==> src/rtl/mem_port_arbiter_pkg.sv <==
// mem_port_arbiter_pkg: state and owner encodings shared by the memory port arbiter
package mem_port_arbiter_pkg;
  typedef enum logic [1:0] {
    ST_IDLE = 2'd0,
    ST_BUSY = 2'd1,
    ST_RESP = 2'd2
  } state_e;
  localparam logic OWNER_I = 1'b0;
  localparam logic OWNER_D = 1'b1;
endpackage

==> src/rtl/mem_port_arbiter_if.sv <==
// mem_port_arbiter_if: fetch, data and memory-side signals of the shared memory port
interface mem_port_arbiter_if #(
  parameter int ADDR_W = 32,
  parameter int DATA_W = 32
);
  logic              i_req;
  logic [ADDR_W-1:0] i_addr;
  logic [DATA_W-1:0] i_rdata;
  logic              i_ready;
  logic              d_req;
  logic              d_we;
  logic [ADDR_W-1:0] d_addr;
  logic [DATA_W-1:0] d_wdata;
  logic [DATA_W-1:0] d_rdata;
  logic              d_ready;
  logic              m_req;
  logic              m_we;
  logic [ADDR_W-1:0] m_addr;
  logic [DATA_W-1:0] m_wdata;
  logic              m_ack;
  logic [DATA_W-1:0] m_rdata;
  logic              busy;
  // slave: the arbiter itself; master: pipeline stages plus memory
  modport slave (
    input  i_req, i_addr, d_req, d_we, d_addr, d_wdata, m_ack, m_rdata,
    output i_rdata, i_ready, d_rdata, d_ready, m_req, m_we, m_addr, m_wdata, busy
  );
  modport master (
    output i_req, i_addr, d_req, d_we, d_addr, d_wdata, m_ack, m_rdata,
    input  i_rdata, i_ready, d_rdata, d_ready, m_req, m_we, m_addr, m_wdata, busy
  );
endinterface

==> src/rtl/mem_port_arbiter_streak_cnt.sv <==
// mem_port_arbiter_streak_cnt: saturating count of consecutive D grants, with clear
module mem_port_arbiter_streak_cnt #(
  parameter int MAX = 4
) (
  input  logic clk,
  input  logic rst,
  input  logic inc_i,
  input  logic clr_i,
  output logic sat_o
);
  localparam int CW = $clog2(MAX + 1);
  logic [CW-1:0] count_q, count_d;
  assign sat_o = count_q >= CW'(MAX);
  always_comb count_d = clr_i ? '0 : (inc_i && !sat_o) ? count_q + CW'(1) : count_q;
  always_ff @(posedge clk or posedge rst)
    if (rst) count_q <= '0;
    else count_q <= count_d;
endmodule

==> src/rtl/mem_port_arbiter.sv <==
// mem_port_arbiter: shares one variable-latency memory port between fetch and data access
// with D priority and a streak limit that guarantees fetch progress.
module mem_port_arbiter
  import mem_port_arbiter_pkg::*;
#(
  parameter int ADDR_W     = 32,
  parameter int DATA_W     = 32,
  parameter int MAX_STREAK = 4
) (
  input logic             clk,
  input logic             rst,
  mem_port_arbiter_if.slave bus
);
  state_e            state_q, state_d;
  logic              owner_q, owner_d;
  logic              m_we_q, m_we_d;
  logic [ADDR_W-1:0] m_addr_q, m_addr_d;
  logic [DATA_W-1:0] m_wdata_q, m_wdata_d;
  logic [DATA_W-1:0] i_rdata_q, i_rdata_d;
  logic [DATA_W-1:0] d_rdata_q, d_rdata_d;
  logic              m_req_q, m_req_d;
  logic              i_ready_q, i_ready_d;
  logic              d_ready_q, d_ready_d;
  logic              busy_q, busy_d;
  logic              grant_d, inc, clr, sat;

  mem_port_arbiter_streak_cnt #(.MAX(MAX_STREAK)) u_streak (
    .clk   (clk),
    .rst   (rst),
    .inc_i (inc),
    .clr_i (clr),
    .sat_o (sat)
  );

  always_comb begin
    state_d   = state_q;
    owner_d   = owner_q;
    m_we_d    = m_we_q;
    m_addr_d  = m_addr_q;
    m_wdata_d = m_wdata_q;
    i_rdata_d = i_rdata_q;
    d_rdata_d = d_rdata_q;
    inc       = 1'b0;
    clr       = 1'b0;
    grant_d   = bus.d_req && (!bus.i_req || !sat);
    case (state_q)
      ST_IDLE: begin
        inc = grant_d && bus.i_req;
        clr = !inc;
        if (grant_d || bus.i_req) begin
          state_d   = ST_BUSY;
          owner_d   = grant_d ? OWNER_D : OWNER_I;
          m_we_d    = grant_d && bus.d_we;
          m_addr_d  = grant_d ? bus.d_addr : bus.i_addr;
          m_wdata_d = grant_d ? bus.d_wdata : '0;
        end
      end
      ST_BUSY: begin
        if (bus.m_ack) begin
          state_d   = ST_RESP;
          d_rdata_d = (owner_q == OWNER_D) ? bus.m_rdata : d_rdata_q;
          i_rdata_d = (owner_q == OWNER_I) ? bus.m_rdata : i_rdata_q;
        end
      end
      default: state_d = ST_IDLE;
    endcase
    // outputs are decoded from next state so they come straight out of flops
    m_req_d   = state_d == ST_BUSY;
    busy_d    = state_d != ST_IDLE;
    i_ready_d = state_d == ST_RESP && owner_d == OWNER_I;
    d_ready_d = state_d == ST_RESP && owner_d == OWNER_D;
  end

  always_ff @(posedge clk or posedge rst) begin
    if (rst) begin
      state_q   <= ST_IDLE;
      owner_q   <= OWNER_I;
      m_we_q    <= 1'b0;
      m_addr_q  <= '0;
      m_wdata_q <= '0;
      i_rdata_q <= '0;
      d_rdata_q <= '0;
      m_req_q   <= 1'b0;
      i_ready_q <= 1'b0;
      d_ready_q <= 1'b0;
      busy_q    <= 1'b0;
    end else begin
      state_q   <= state_d;
      owner_q   <= owner_d;
      m_we_q    <= m_we_d;
      m_addr_q  <= m_addr_d;
      m_wdata_q <= m_wdata_d;
      i_rdata_q <= i_rdata_d;
      d_rdata_q <= d_rdata_d;
      m_req_q   <= m_req_d;
      i_ready_q <= i_ready_d;
      d_ready_q <= d_ready_d;
      busy_q    <= busy_d;
    end
  end

  assign bus.m_req   = m_req_q;
  assign bus.m_we    = m_we_q;
  assign bus.m_addr  = m_addr_q;
  assign bus.m_wdata = m_wdata_q;
  assign bus.i_rdata = i_rdata_q;
  assign bus.d_rdata = d_rdata_q;
  assign bus.i_ready = i_ready_q;
  assign bus.d_ready = d_ready_q;
  assign bus.busy    = busy_q;
endmodule

==> src/flat_wrapper.sv <==
// flat-port wrapper written by rule: the top's interface ports become plain ports
module mem_port_arbiter_flat import mem_port_arbiter_pkg::*;
#(
  parameter int ADDR_W     = 32,
  parameter int DATA_W     = 32,
  parameter int MAX_STREAK = 4
)
  (clk, rst, bus_i_req, bus_i_addr, bus_d_req, bus_d_we, bus_d_addr, bus_d_wdata, bus_m_ack, bus_m_rdata, bus_i_rdata, bus_i_ready, bus_d_rdata, bus_d_ready, bus_m_req, bus_m_we, bus_m_addr, bus_m_wdata, bus_busy);
  mem_port_arbiter_if #(.ADDR_W(ADDR_W), .DATA_W(DATA_W)) bus_i ();
  input logic clk;
  input logic rst;
  input wire logic [$bits(bus_i.i_req)-1:0] bus_i_req;
  input wire logic [$bits(bus_i.i_addr)-1:0] bus_i_addr;
  input wire logic [$bits(bus_i.d_req)-1:0] bus_d_req;
  input wire logic [$bits(bus_i.d_we)-1:0] bus_d_we;
  input wire logic [$bits(bus_i.d_addr)-1:0] bus_d_addr;
  input wire logic [$bits(bus_i.d_wdata)-1:0] bus_d_wdata;
  input wire logic [$bits(bus_i.m_ack)-1:0] bus_m_ack;
  input wire logic [$bits(bus_i.m_rdata)-1:0] bus_m_rdata;
  output wire logic [$bits(bus_i.i_rdata)-1:0] bus_i_rdata;
  output wire logic [$bits(bus_i.i_ready)-1:0] bus_i_ready;
  output wire logic [$bits(bus_i.d_rdata)-1:0] bus_d_rdata;
  output wire logic [$bits(bus_i.d_ready)-1:0] bus_d_ready;
  output wire logic [$bits(bus_i.m_req)-1:0] bus_m_req;
  output wire logic [$bits(bus_i.m_we)-1:0] bus_m_we;
  output wire logic [$bits(bus_i.m_addr)-1:0] bus_m_addr;
  output wire logic [$bits(bus_i.m_wdata)-1:0] bus_m_wdata;
  output wire logic [$bits(bus_i.busy)-1:0] bus_busy;
  assign bus_i.i_req = bus_i_req;
  assign bus_i.i_addr = bus_i_addr;
  assign bus_i.d_req = bus_d_req;
  assign bus_i.d_we = bus_d_we;
  assign bus_i.d_addr = bus_d_addr;
  assign bus_i.d_wdata = bus_d_wdata;
  assign bus_i.m_ack = bus_m_ack;
  assign bus_i.m_rdata = bus_m_rdata;
  assign bus_i_rdata = bus_i.i_rdata;
  assign bus_i_ready = bus_i.i_ready;
  assign bus_d_rdata = bus_i.d_rdata;
  assign bus_d_ready = bus_i.d_ready;
  assign bus_m_req = bus_i.m_req;
  assign bus_m_we = bus_i.m_we;
  assign bus_m_addr = bus_i.m_addr;
  assign bus_m_wdata = bus_i.m_wdata;
  assign bus_busy = bus_i.busy;
  mem_port_arbiter #(.ADDR_W(ADDR_W), .DATA_W(DATA_W), .MAX_STREAK(MAX_STREAK)) u_core (.clk(clk), .rst(rst), .bus(bus_i));
endmodule
==> config.mk <==
export PLATFORM = sky130hd
export DESIGN_NAME = mem_port_arbiter_flat
export DESIGN_NICKNAME = d
export VERILOG_FILES = /design/src/rtl/mem_port_arbiter_pkg.sv /design/src/rtl/mem_port_arbiter_if.sv /design/src/rtl/mem_port_arbiter_streak_cnt.sv /design/src/rtl/mem_port_arbiter.sv /design/src/flat_wrapper.sv
export SDC_FILE = /design/constraint.sdc
export NUM_CORES = 1
export LEC_CHECK = 0
export ABC_CLOCK_PERIOD_IN_PS = 9100
export CAP_MARGIN = 15
export CORE_ASPECT_RATIO = 0.75
export CORE_UTILIZATION = 45
export CTS_CLUSTER_DIAMETER = 100
export CTS_CLUSTER_SIZE = 28
export DETAILED_ROUTE_END_ITERATION = 7
export PLACE_DENSITY = 0.86
export SLEW_MARGIN = 20
export SYNTH_ARGS = -nofsm -noshare
export SYNTH_HDL_FRONTEND = slang
export SYNTH_HIERARCHICAL = 1
export SYNTH_SLANG_ARGS = --single-unit
==> constraint.sdc <==
create_clock -name clk -period 9.1 [get_ports clk]
set_input_delay 0.91 -clock clk [delete_from_list [all_inputs] [get_ports clk]]
set_output_delay 0.91 -clock clk [all_outputs]
set_load 0.01 [all_outputs]
==> results.cfg, run 1 <==
[worst_setup_path]
r2r_cells = 5
crit_path_max_fanout = 35
reg2reg_from = u_core/u_streak/count_q[2]$_DFFE_PP0P_
r2r_slack_ns = 6.97
reg2reg_to = u_core/u_streak/count_q[0]$_DFFE_PP0P_
arrival_ns = 3.00
worstSetupStartpointType = input pin
crit_chain = clkdlybuf4s50_1 > a21bo_2 > buf_4 > nor4_1 > nor2b_4 > mux2_4
required_ns = 9.38
slowest_stage = clkdlybuf4s50_1
critPathMaxStageDelay_ns = 0.52
worstSetupPathType = in2reg
crit_path_end_kind = flip-flop

[routing]
vias_per_cell = 4.96
ant_nets = 0
wl_per_cell_um = 18.2
drtIter0Drc = 126
drc_errors = 0
finalWirelength_mm = 14.5
drtPass1Iterations = 4
vias = 3961

[placement]
gp_congestion = 0.744
dp_slack_ns = 5.72
dpl_cell_area_um2 = 8560
io_buffers = 266
dp_hpwl_mm = 10.4

[cts]
htree_levels = 4
cts_setup_buffers = 0
clockBufferDepth = 2
cts.sinks = 139
cts_tree = built
ctsHoldBuffers = 0
cts-resized-gates = 0
root_buffer = clkbuf_16
clk_latency_ns = 0.40
cts_made_buffers = 17
path_clk_slew_ns = 0.06

[timing]
rsz0062_at_grt = no
setup_viol = 0
min_period_over_period_pct = 29.9
slew_viol_final = 0
hold_viol = 0
setup_slack_ns = 6.38
setup_tns_ns = 0
fin_worst_skew_ns = 0.00918
fmax_mhz = 368
period_minus_slack_ns = 2.72
worstMarginPinSlew_ns = 0.844
max_slew_margin_pct = 43.5

[pwr]
p_total_mw = 3.28
p_leak_nw = 4.02
vdd_drop_max_mv = 0.214
seqPwrFrac_pct = 33.7
combinationalPowerShare_pct = 43.2
p_per_area_nw_per_um2 = 356
clkPwrFrac_pct = 23.1
internal-power_mw = 2.32
netSwitchingFraction_pct = 29.3
p_switching_mw = 0.961

[cells_and_area]
nets = 756
design_area_um2 = 9230
num_antenna_cells = 0
area_delta_synth_final_pct = 59.1
final_core_util_pct = 74.2
drive_above_1_share_pct = 27.3

[hold_path]
min_path_cells = 1
hold_start = u_core/bus.d_rdata[26]$_DFFE_PP0P_
hold_class = reg2reg
min_to = u_core/bus.d_rdata[26]$_DFFE_PP0P_

[floorplanning]
fp.dieH_um = 100
start_util_pct = 46.7
num_rows = 35
die_w_um = 133
core_um2 = 12400
io_pins = 267
die-area_um2 = 13400

[yosys]
syn_inst = 352
yosysMostFrequentCell = dfrtp_1
synth_edf_count = 0
yosys_most_used_dff = dfrtp_1
netlist_area_um2 = 5800
synthTopCellsByArea = dfrtp_1, mux2_4, mux2_2
synthArstFlopShare_pct = 100
synth_seq_cells = 139
avgSynthCellArea_um2 = 16.5
synthTopCellsByCount = dfrtp_1, mux2_2, mux2_4, a22o_1, buf_2
seq_area_frac_synth_pct = 59.9
synth_top_area_cell = dfrtp_1
yosysWarnings = 6
synth_nets = 488
synth_cell_types = 27
synth_top_area_share_pct = 59.9

[status]
status = finished, final reports clean

[grt]
grt_max_degree = 84
overflow = 0
grt_usage_pct = 22.5
grt_pass1_vias = 4334
grt_pass1_wl_mm = 23.0
antenna_found_initial = 0

[flow_run]
max_cap_violations = 0
## sequential cells by signal, indices dropped and copies added (netlist names)
name	count
u_core/owner_q	1
u_core/bus.m_we	1
u_core/bus.d_rdata	32
u_core/bus.i_ready	1
u_core/bus.i_rdata	32
u_core/bus.m_addr	32
u_core/state_q	2
u_core/bus.m_wdata	32
u_core/bus.d_ready	1
u_core/u_streak/count_q	3
u_core/bus.m_req	1
u_core/bus.busy	1
## critical path, delay by kind of cell
family | cells | cell delay, ns
compound gates | 1 | 0.24
buf+inv | 2 | 0.83
mux | 1 | 0.30
simple gates | 2 | 0.72
## kinds of logic (layout without fill, tap and decap cells)
kind of cell / after synthesis / count (layout) / synth area share (%)
compound gates: 41 / 41 / 5.88
fa+ha+maj: 2 / 2 / 0.431
buf+inv: 28 / 309 / 3.13
flops: 139 / 139 / 59.9
simple gates: 13 / 13 / 1.85
mux: 129 / 129 / 28.8
## layer usage
| layer | vias to the layer above | track usage [%] | wire length, um |
|---|---|---|---|
| li1 | 1804 | - | - |
| met1 | 1967 | 26.2 | 5750 |
| met2 | 180 | 40.3 | 7580 |
| met3 | 10 | 7.12 | 1130 |
| met4 | 0 | 6.12 | 89 |
| met5 | - | 0 | 0 |
## power groups by stage
stage	combinational [mW]	sequential, mW	clock (mW)
6_report	1.42	1.11	0.758
5_1_grt	1.49	1.15	0.806
4_1_cts	1.43	1.11	0.775
3_5_place_dp	1.43	1.11	0
3_3_place_gp	1.39	1.09	0
2_1_floorplan	0.519	1.23	0
## through the flow
stage,hold slack [ns],instances
floorplan,0.530,352
global placement,0.487,766
detailed placement,0.491,766
CTS,0.506,798
global route,0.524,799
finish,0.503,799
## area by class of cell
| class | count | area (um2) |
|---|---|---|
| multi-input cells | 185 | 2160 |
| clock inverters | 13 | 214 |
| flip-flops and latches | 139 | 3480 |
| inverters | 6 | 27.5 |
| repair buffers | 271 | 2710 |
| fillers | 783 | 3200 |
| well taps | 166 | 208 |
| clock buffers | 19 | 443 |
## placed cells by master (no fill, tap or decap), types with 5 or more instances in the layout
master | Yosys | layout
dfrtp_1 | 139 | 139
inv_1 | 6 | 5
bufinv_16 | 0 | 5
clkbuf_16 | 0 | 17
mux2_4 | 58 | 58
clkdlybuf4s50_1 | 0 | 266
a22o_1 | 33 | 33
mux2_2 | 71 | 71
## worst max-delay path by stage
stage                   start                                     end  slack (ns)
floorplan                 rst               u_core/bus.busy$_DFF_PP0_        4.55
global placement    bus_d_req       u_core/bus.m_wdata[3]$_DFFE_PP0P_        5.88
detailed placement  bus_d_req      u_core/bus.m_wdata[26]$_DFFE_PP0P_        5.72
CTS                 bus_d_req       u_core/bus.m_wdata[1]$_DFFE_PP0P_        6.16
global route        bus_d_req  u_core/u_streak/count_q[0]$_DFFE_PP0P_        6.29
finish              bus_d_req  u_core/u_streak/count_q[0]$_DFFE_PP0P_        6.38
Note: power is estimated with default switching activity, not from simulation.
==> run 2, diff against run 1 <==
- ABC_CLOCK_PERIOD_IN_PS: 9100 -> 2400
- CORE_UTILIZATION: 45 -> 38
- PLACE_DENSITY: 0.86 -> 0.78
- clock period: 9.1 -> 2.4 ns (I/O delays scaled with it)
==> run 2 against run 1 <==
  * Worst setup slack worse by 5.8 ns
  * Total power grew to 3.7 times the previous value
  * Clock-buffer cell count is 2 higher
  * Hold slack lost 0.37 ns
  * Combinational power increased to 3.8 times the previous value
  * Non-clock buffer count rose by 4
  * Sequential share of layout area shrank 0.27 points
  * Critical path depth down 2
  * First-iteration DRC count fell by 7.9%
  * Die area rose by 18%
  * Flip-flop and latch count stayed put
  * Clock skew is 0.00053 ns higher
  * Critical endpoint unchanged
  * Highest routed layer unchanged
==> results.cfg, run 2 (synthesized netlist as in run 1, its figures left out) <==
[floorplanning]
start_util_pct = 39.5
fp.dieH_um = 109
die_w_um = 145
num_rows = 38
die-area_um2 = 15800
core_um2 = 14700
io_pins = 267

[cells_and_area]
final_common_cell = clkdlybuf4s50_1
layout_common_cells = clkdlybuf4s50_1, dfrtp_1, mux2_2, mux2_4, a22o_1
area_delta_synth_final_pct = 60.3
num_antenna_cells = 0
instances_no_fill = 836
nets = 760
drive_above_1_share_pct = 27.7

[grt]
overflow = 0
antenna_found_initial = 0
grt-busiest-layer = met2
grt_pass1_vias = 4374
grt_use_met3_pct = 7.03
grt_usage_pct = 18.9
grt_max_degree = 84
use_met1_pct = 21.8
use_met2_pct = 31.7
grt_pass1_wl_mm = 22.3

[cts]
path_clk_slew_ns = 0.05
cts-resized-gates = 0
cts_tree = built
htree_levels = 4
cts_made_buffers = 17
root_buffer = clkbuf_16
clockBufferDepth = 2
ctsHoldBuffers = 0
clk_latency_ns = 0.41
cts.sinks = 139
cts_setup_buffers = 0

[timing]
slew_viol_final = 0
max_slew_margin_pct = 55.2
rsz0062_at_grt = no
setup_tns_ns = 0
worstMarginPinSlew_ns = 0.672
setup_viol = 0
period_minus_slack_ns = 1.86
hold_viol = 0
min_period_over_period_pct = 77.6
setup_slack_ns = 0.537
fmax_mhz = 537
fin_worst_skew_ns = 0.00971
holdWs_ns = 0.129

[routing]
drtPass1Iterations = 4
finalWirelength_mm = 14.7
vias = 3960
wl_per_cell_um = 17.5
drtIter0Drc = 116
ant_nets = 0
vias_per_cell = 4.74
drc_errors = 0

[flow_run]
max_cap_violations = 0

[pwr]
vdd_drop_max_mv = 0.724
p_leak_nw = 4.03
p_per_area_nw_per_um2 = 1320

[status]
status = finished, final reports clean

[worst_setup_path]
reg2reg_from = u_core/u_streak/count_q[2]$_DFFE_PP0P_
required_ns = 2.68
worstSetupPathType = reg2reg
crit_path_end_kind = flip-flop
arrival_ns = 2.15
setup.worst_path.start = u_core/u_streak/count_q[2]$_DFFE_PP0P_
r2r_cells = 4
worstSetupStartpointType = flip-flop
r2r_slack_ns = 0.54
reg2reg_to = u_core/u_streak/count_q[0]$_DFFE_PP0P_
crit_path_max_fanout = 6

[placement]
gp_congestion = 0.737
dp_slack_ns = 0.178
dp_hpwl_mm = 10.5
numPlacedInstances = 805
io_buffers = 266

[hold_path]
hold_class = in2async
-- run 2: how the worst max path moves through the flow --
stage                                             endpoint  slack [ns]  depth (start not counted)
global placement    u_core/u_streak/count_q[0]$_DFFE_PP0P_        0.34                          5
global route        u_core/u_streak/count_q[0]$_DFFE_PP0P_        0.45                          4
detailed placement  u_core/u_streak/count_q[0]$_DFFE_PP0P_        0.18                          5
finish              u_core/u_streak/count_q[0]$_DFFE_PP0P_        0.54                          4
CTS                 u_core/u_streak/count_q[0]$_DFFE_PP0P_        0.52                          4
floorplan                        u_core/bus.busy$_DFF_PP0_        0.47                          1
-- run 2: critical path: stages (launching register included) --
cell and delay, ns:
dfrtp_1 0.44, a21bo_2 0.32, nor4_1 0.42, nor2b_4 0.27
mux2_4 0.31
-- run 2: through the flow --
step	total power [mW]	cell area (um2)	util, %
floorplan	6.63	5810	-
global placement	9.45	8690	59.2
detailed placement	9.63	8690	59.2
CTS	12.4	9300	63.3
global route	12.9	9300	63.3
finish	12.3	9300	63.3
-- run 2: layer usage --
metal	up-vias	part of all wire [%]
li1	1810	-
met1	1962	41
met2	167	50
met3	21	7.8
met4	0	1.6
met5	-	0
-- run 2: layout make-up --
type | instances | area [um2]
clock buffers | 21 | 470
clock inverters | 10 | 140
fillers | 1052 | 5390
inverters | 6 | 26.3
multi-input cells | 185 | 2160
flip-flops and latches | 139 | 3480
well taps | 200 | 250
repair buffers | 275 | 2780
-- run 2: where the power goes --
group	internal [mW]	switching [mW]	total (mW)
clock	1.71	0.966	2.68
sequential	3.52	0.674	4.19
combinational	3.44	1.95	5.38
